### config.mk
export PLATFORM = sky130hd
export DESIGN_NAME = rr_arbiter_4
export DESIGN_NICKNAME = d
export VERILOG_FILES = /design/src/rtl/rr_arbiter_4.sv
export SDC_FILE = /design/constraint.sdc
export NUM_CORES = 1
export LEC_CHECK = 0
export CAP_MARGIN = 10
export CORE_ASPECT_RATIO = 0.9
export CORE_UTILIZATION = 40
export CTS_CLUSTER_DIAMETER = 60
export DETAILED_ROUTE_END_ITERATION = 8
export GPL_TIMING_DRIVEN = 1
export PLACE_DENSITY_LB_ADDON = 0.3
export SYNTH_ARGS = -nofsm -noshare
export SYNTH_HDL_FRONTEND = slang
export SYNTH_SLANG_ARGS = --single-unit
### constraint.sdc
create_clock -name clk -period 1.9 [get_ports clk]
set_clock_uncertainty 0.1 [all_clocks]
set_input_delay 0.19 -clock clk [delete_from_list [all_inputs] [get_ports clk]]
set_output_delay 0.19 -clock clk [all_outputs]
set_load 0.01 [all_outputs]
### src/rtl/rr_arbiter_4.sv
// ---------------------------------------------------------------------------
// RrArbiter4 : four-way round-robin arbiter for one shared downstream resource.
//
// A grant is held until the owner asserts done, drops its request, or has held
// the resource for MAX_HOLD cycles. One IDLE cycle always separates two
// consecutive grants. The next search starts just after the most recent owner.
//
// Parameters
//   MAX_HOLD  maximum grant length in cycles (2..256)
//
// Ports
//   clk      in   1  rising-edge clock
//   rst      in   1  synchronous active-high reset
//   req      in   4  request lines, req[i] = requester i wants the resource
//   done     in   1  current owner has finished (ignored while idle)
//   gnt      out  4  registered one-hot grant, gnt[i] = busy & (owner == i)
//   owner    out  2  index of current / most recent owner (decoder {a,b})
//   busy     out  1  a grant is active (decoder enable)
//   expired  out  1  one-cycle pulse after a grant was released by timeout
// ---------------------------------------------------------------------------
module rr_arbiter_4 #(
  parameter int MAX_HOLD = 16
) (
  input  logic       clk,
  input  logic       rst,
  input  logic [3:0] req,
  input  logic       done,
  output logic [3:0] gnt,
  output logic [1:0] owner,
  output logic       busy,
  output logic       expired
);

  // Counter width; a floor of one bit keeps the vector legal for any MAX_HOLD.
  localparam int CW = (MAX_HOLD > 1) ? $clog2(MAX_HOLD) : 1;
  localparam logic [CW-1:0] HOLD_LAST = CW'(MAX_HOLD - 1);

  localparam logic [0:0] IDLE  = 1'b0;
  localparam logic [0:0] GRANT = 1'b1;

  logic [0:0]    r_state;
  logic [1:0]    r_last;
  logic [1:0]    r_owner;
  logic [CW-1:0] r_hold;
  logic [3:0]    r_gnt;
  logic          r_busy;
  logic          r_expired;

  logic [1:0]    w_sel;
  logic          w_found;
  logic          w_ownerReq;
  logic          w_timeout;
  logic          w_release;

  // Rotating priority search: scan last+1 .. last+4, the first requester wins.
  // Offset 4 wraps to the previous owner itself, which therefore has the lowest
  // priority.
  always_comb begin
    logic [1:0] idx;
    w_sel   = 2'd0;
    w_found = 1'b0;
    idx     = 2'd0;
    for (int k = 1; k <= 4; k++) begin
      idx = r_last + 2'(k);
      if (!w_found && req[idx]) begin
        w_sel   = idx;
        w_found = 1'b1;
      end
    end
  end

  // Release causes in priority order: done, request drop, then timeout.
  always_comb begin
    w_ownerReq = req[r_owner];
    w_timeout  = (r_hold == HOLD_LAST);
    w_release  = done || !w_ownerReq || w_timeout;
  end

  // Main state register. Outputs are registered here as well, so no path
  // exists from req or done to any output.
  always_ff @(posedge clk) begin
    if (rst) begin
      r_state   <= IDLE;
      r_last    <= 2'd3;
      r_owner   <= 2'd0;
      r_hold    <= '0;
      r_gnt     <= 4'b0000;
      r_busy    <= 1'b0;
      r_expired <= 1'b0;
    end else begin
      case (r_state)
        IDLE: begin
          // The timeout pulse only lives for a single idle cycle.
          r_expired <= 1'b0;
          if (w_found) begin
            r_state <= GRANT;
            r_owner <= w_sel;
            r_last  <= w_sel;
            r_hold  <= '0;
            r_gnt   <= 4'b0001 << w_sel;
            r_busy  <= 1'b1;
          end
        end
        GRANT: begin
          if (w_release) begin
            r_state   <= IDLE;
            r_gnt     <= 4'b0000;
            r_busy    <= 1'b0;
            // Only a pure timeout is reported; done or a drop take precedence.
            r_expired <= !done && w_ownerReq && w_timeout;
          end else begin
            r_hold <= r_hold + CW'(1);
          end
        end
        default: begin
          r_state   <= IDLE;
          r_gnt     <= 4'b0000;
          r_busy    <= 1'b0;
          r_expired <= 1'b0;
        end
      endcase
    end
  end

  assign gnt     = r_gnt;
  assign owner   = r_owner;
  assign busy    = r_busy;
  assign expired = r_expired;

endmodule
==> results of run 1 <==
==> worst paths after layout <==
check | start | to | cells past startpoint
worst max-delay path | owner[1]$_SDFFE_PP0P_ | r_hold[3]$_SDFFE_PP0P_ | 4
worst min-delay path | gnt[3]$_SDFFE_PP0P_ | gnt[3]$_SDFFE_PP0P_ | 2
worst max register to register | owner[1]$_SDFFE_PP0P_ | r_hold[3]$_SDFFE_PP0P_ | 4
worst min register to register | gnt[3]$_SDFFE_PP0P_ | gnt[3]$_SDFFE_PP0P_ | 2
==> layer usage <==
metal	wire length [um]	GRT usage	vias to the layer above
met5	0	0	-
met4	34	0.103	0
met3	141	0.0383	6
met2	678	0.261	37
met1	867	0.324	337
li1	-	-	362
==> tightest hold or removal path, cell delays in order, from the launching register on <==
cell and delay (ps):
dfxtp_1 320, inv_1 50, o32ai_1 60
==> sequential cells by signal, indices dropped and copies added (netlist names) <==
| name | count |
|---|---|
| r_last | 2 |
| owner | 2 |
| expired | 1 |
| gnt | 4 |
| r_hold | 4 |
| busy | 1 |
| r_state | 1 |
==> power by group <==
group          switching, uW  internal [uW]  leakage [uW]
clock                    106           81.6     0.0000150
sequential              17.5            337      0.000123
combinational           79.2           83.7      0.000219
==> through the flow <==
stage	util	area, um2	setup TNS [ps]	hold WS, ps
detailed placement	0.560	951	-267	353
global route	0.575	977	0	383
floorplan	-	736	0	281
CTS	0.575	977	0	371
finish	0.575	977	0	365
global placement	0.560	951	-205	357
==> final cells by class <==
class / instances / area (um2) / area share
repair buffers: 21 / 193 / 0.197
multi-input cells: 61 / 417 / 0.426
clock buffers: 4 / 26.3 / 0.0269
well taps: 24 / 30.0 / 0.0307
flip-flops and latches: 15 / 300 / 0.307
inverters: 3 / 11.3 / 0.0115
==> layout by cell type, fill, tap and decap left out, types with 2 or more instances in the layout <==
| cell | n |
|---|---|
| clkbuf_4 | 3 |
| o2bb2ai_1 | 2 |
| o21ai_0 | 3 |
| dfxtp_1 | 15 |
| nand2_1 | 3 |
| o31a_1 | 2 |
| nor4_1 | 2 |
| clkdlybuf4s50_1 | 14 |
| o32ai_1 | 2 |
| nor3_1 | 2 |
| o22ai_1 | 2 |
| buf_4 | 7 |
| nand2b_1 | 3 |
| or3_1 | 3 |
| inv_1 | 3 |
| nor2b_1 | 2 |
| nor2_1 | 7 |
| a21oi_1 | 5 |
| mux2i_1 | 2 |
==> cells in the mapped netlist, types with 2 or more instances <==
master     instances  area share
o22ai_1            2       0.017
nor4_1             2       0.017
o32ai_1            2       0.024
nor3_1             2       0.014
nor2_1             7       0.036
o2bb2ai_1          2       0.024
a21oi_1            5       0.034
o31a_1             2       0.024
inv_1              3       0.015
or3_1              3       0.026
nor2b_1            2       0.017
nand2_1            3       0.015
o21ai_0            3       0.020
dfxtp_1           15        0.41
mux2i_1            2       0.027
clkbuf_1           2       0.010
nand2b_1           3       0.026
==> kinds of logic after synthesis <==
family                     synth area share
AOI/OAI and AO/OA                     0.293
adders and majority gates            0.0170
buffers and inverters                0.0255
DFF                                   0.408
muxes                                0.0272
and+or+nand+nor                       0.230
==> run summary, run 1 <==
Total GRT Usage = 0.206
Final Setup Violations = 0
Starting DRT DRC Count = 27
top_reg_cell synth = dfxtp_1
dpl hpwl = 1260 um
first-pass GRT wire length = 2930 um
number of global-route vias before repair = 654
status = finished, final reports clean
fillers = 163
critical path type = reg2reg
worst min path class = reg2reg
largest net degree at the start of global routing = 13
RePlAce Congestion = 0.817
antenna-violating nets left = 0
Initial Utilization = 0.433
die area = 0.00201 mm2
initial antenna violation count = 0
Netlist cell types = 38
critical path's top delay family = compound AO/OA/AOI/OAI gates
first-pass detailed-route iteration total = 4
Power, Total = 705 uW
Max Fclk = 0.587 GHz
clk root buf = clkbuf_4
CP Data Required Time = 1990 ps
Area growth, synth to finish = 32.8%
syn nets = 89
post-synthesis register bit count = 15
NumNets Final = 113
Rows = 14
CTS Sinks = 15
crit share post-route = 0.896
I/O Pins = 15
CTS tree = yes
ant diodes = 0
dpl cells = 124
Core Region = 0.00170 mm2
CP endpoint kind = register
Max Cap Viol = 0
I/O Buffers = 14
die height = 42.7 um
R2R Setup Slk = 200 ps
latest clock arrival within the worst-skew pair = 280 ps
Slew HR = 0.651
final hold violations = 0
worst setup margin = 197 ps
Syn Inst Count = 81
min cycle time layout = 1700 ps
WL final = 1720 um
pwr/cell area = 722 mW/mm2
TritonCTS Buffers = 3
postcts setup bufs = 0
Worst-Margin Slew = 517 ps
worst-path fanout max = 8
Static Leak = 0.000357 uW
wire per inst = 13.4 um
fin cells = 128
Peak VDD IR = 0.477 mV
Final Max Slew Viols = 0
critical-path cell list = or3b_1, o22a_4, o31a_1, o211a_1
via count = 742
Die X = 47.2 um
Crit path buffers/inverters = 0
layout cells sized above 1 = 0.115
post-synthesis sequential area ratio = 0.408
synthesized area = 736 um2
number of flops mapped to enable cells by yosys = 0
clk buf depth = 2
Syn Area/Cell = 9.08 um2
post-place setup slack = -64.6 ps
H-tree depth = 1
clk slew on worst S/H paths = 90 ps
post-detailed-route via-to-cell ratio = 5.80
remaining global-route overflow = 0
hold buffer count at CTS = 0
Worst setup SP type = register
DRC = 0
Synth async-reset ratio = 0
CP peak stage delay = 420 ps
RSZ-0062 raised after global routing = false
Arr. time, crit path = 1790 ps
Critical-path top delay cell = or3b_1
Post-CTS Resized = 0
Synth warnings = 0
Power figures use the tool's default switching activity.
==> run 2, diff against run 1 <==
- ABC_CLOCK_PERIOD_IN_PS: unset -> 1900
==> results of run 2 <==
No change in the layout: final DEF, timing and power equal those of run 1.
==> run 3, diff against run 2 <==
- DONT_BUFFER_PORTS: unset -> 1
==> run summary, run 3 (synthesized netlist as in run 1, its figures left out) <==
ant diodes = 0
CTS Sinks = 15
Die X = 47.2 um
post-detailed-route via-to-cell ratio = 5.83
commonest non-fill, non-tap cell in the layout = dfxtp_1
final hold violations = 0
die height = 42.7 um
switching power = 183 uW
R2R Setup Slk = 150 ps
WL final = 1540 um
I/O Pins = 15
NumNets Final = 94
first-pass GRT wire length = 2660 um
CTS tree = yes
number of global-route vias before repair = 608
Core Region = 0.00170 mm2
antenna-violating nets left = 0
Peak VDD IR = 0.505 mV
CP endpoint kind = register
Worst setup SP type = register
Worst-Margin Slew = 625 ps
TritonCTS Buffers = 3
RSZ-0062 raised after global routing = false
dpl hpwl = 1110 um
largest net degree at the start of global routing = 11
via count = 635
clk root buf = clkbuf_4
RePlAce Congestion = 0.752
clk slew on worst S/H paths = 90 ps
Final Setup Violations = 0
Rows = 14
combinational group share of total power = 0.154
sw frac = 0.284
remaining global-route overflow = 0
crit share post-route = 0.922
Clk pwr share = 0.285
worst min path class = in2reg
clk buf depth = 2
fin cells = 109
pwr/cell area = 806 mW/mm2
first-pass detailed-route iteration total = 4
register share of total power = 0.561
wire per inst = 14.2 um
latest clock arrival within the worst-skew pair = 280 ps
Initial Utilization = 0.433
CP Data Required Time = 1980 ps
Static Leak = 0.000281 uW
Pint = 463 uW
initial antenna violation count = 0
Max Fclk = 0.571 GHz
most frequent cells in the layout = dfxtp_1 (15), nor2_1 (7), a21oi_1 (5)
H-tree depth = 1
I/O Buffers = 0
Starting DRT DRC Count = 6
die area = 0.00201 mm2
min cycle time layout = 1750 ps
Max Cap Viol = 0
setup TNS = 0 ps
dpl cells = 104
Arr. time, crit path = 1830 ps
layout cells sized above 1 = 0.0706
Slew HR = 0.578
Total GRT Usage = 0.198
Final Max Slew Viols = 0
critical path type = reg2reg
status = finished, final reports clean
worst-path fanout max = 9
DRC = 0
Area growth, synth to finish = 9.01%
[run 3: worst paths after layout]
check / cells past startpoint / start / to
hold / removal: 3 / rst / r_hold[1]$_SDFFE_PP0P_
hold reg to reg: 2 / r_hold[1]$_SDFFE_PP0P_ / r_hold[1]$_SDFFE_PP0P_
setup reg to reg: 4 / owner[1]$_SDFFE_PP0P_ / r_hold[3]$_SDFFE_PP0P_
setup / recovery: 4 / owner[1]$_SDFFE_PP0P_ / r_hold[3]$_SDFFE_PP0P_
[run 3: worst max-delay path: stages, from the launching register on]
cell and delay [ps]:
dfxtp_1 370, or3b_1 430, o22a_4 240, o31a_1 300, o211a_1 210
[run 3: routing by layer]
layer | GRT usage | wire [um]
met4 | 0.137 | 46
met1 | 0.272 | 755
met3 | 0.0766 | 115
met5 | 0 | 0
met2 | 0.244 | 625
[run 3: timing repair]
| item | 4_1_cts | 5_1_grt |
|---|---|---|
| hold buffers | 1 | 0 |
| setup buffers | 0 | 0 |
| resized for setup | 0 | 0 |
| hold endpoints to repair | 10 | 0 |
[run 3: cell type report]
class                      count  area, um2
timing repair buffer           2       17.5
clock buffer                   4       26.3
tap                           24       30.0
inverter                       3       11.3
multi-input combinational     61        417
sequential                    15        300
fill                         182        897
[run 3: power groups by stage]
stage | Sequential, uW | Clock [uW] | Combinational [uW]
final | 362 | 184 | 99.8
after global routing | 367 | 211 | 112
after CTS | 363 | 189 | 101
after detailed placement | 370 | 0 | 95.4
after global placement | 369 | 0 | 93.7
after floorplan | 368 | 0 | 75.6
[run 3: per-stage QoR]
| stage | hold slack, ps | setup WS (ps) | util | cell area, um2 | power [uW] |
|---|---|---|---|---|---|
| global placement | 159 | 195 | 0.451 | 766 | 463 |
| finish | 14.7 | 148 | 0.472 | 802 | 646 |
| floorplan | 281 | 188 | - | 736 | 443 |
| CTS | 8.04 | 145 | 0.472 | 802 | 653 |
| detailed placement | 159 | 163 | 0.451 | 766 | 466 |
| global route | 11.0 | 93.7 | 0.472 | 802 | 691 |
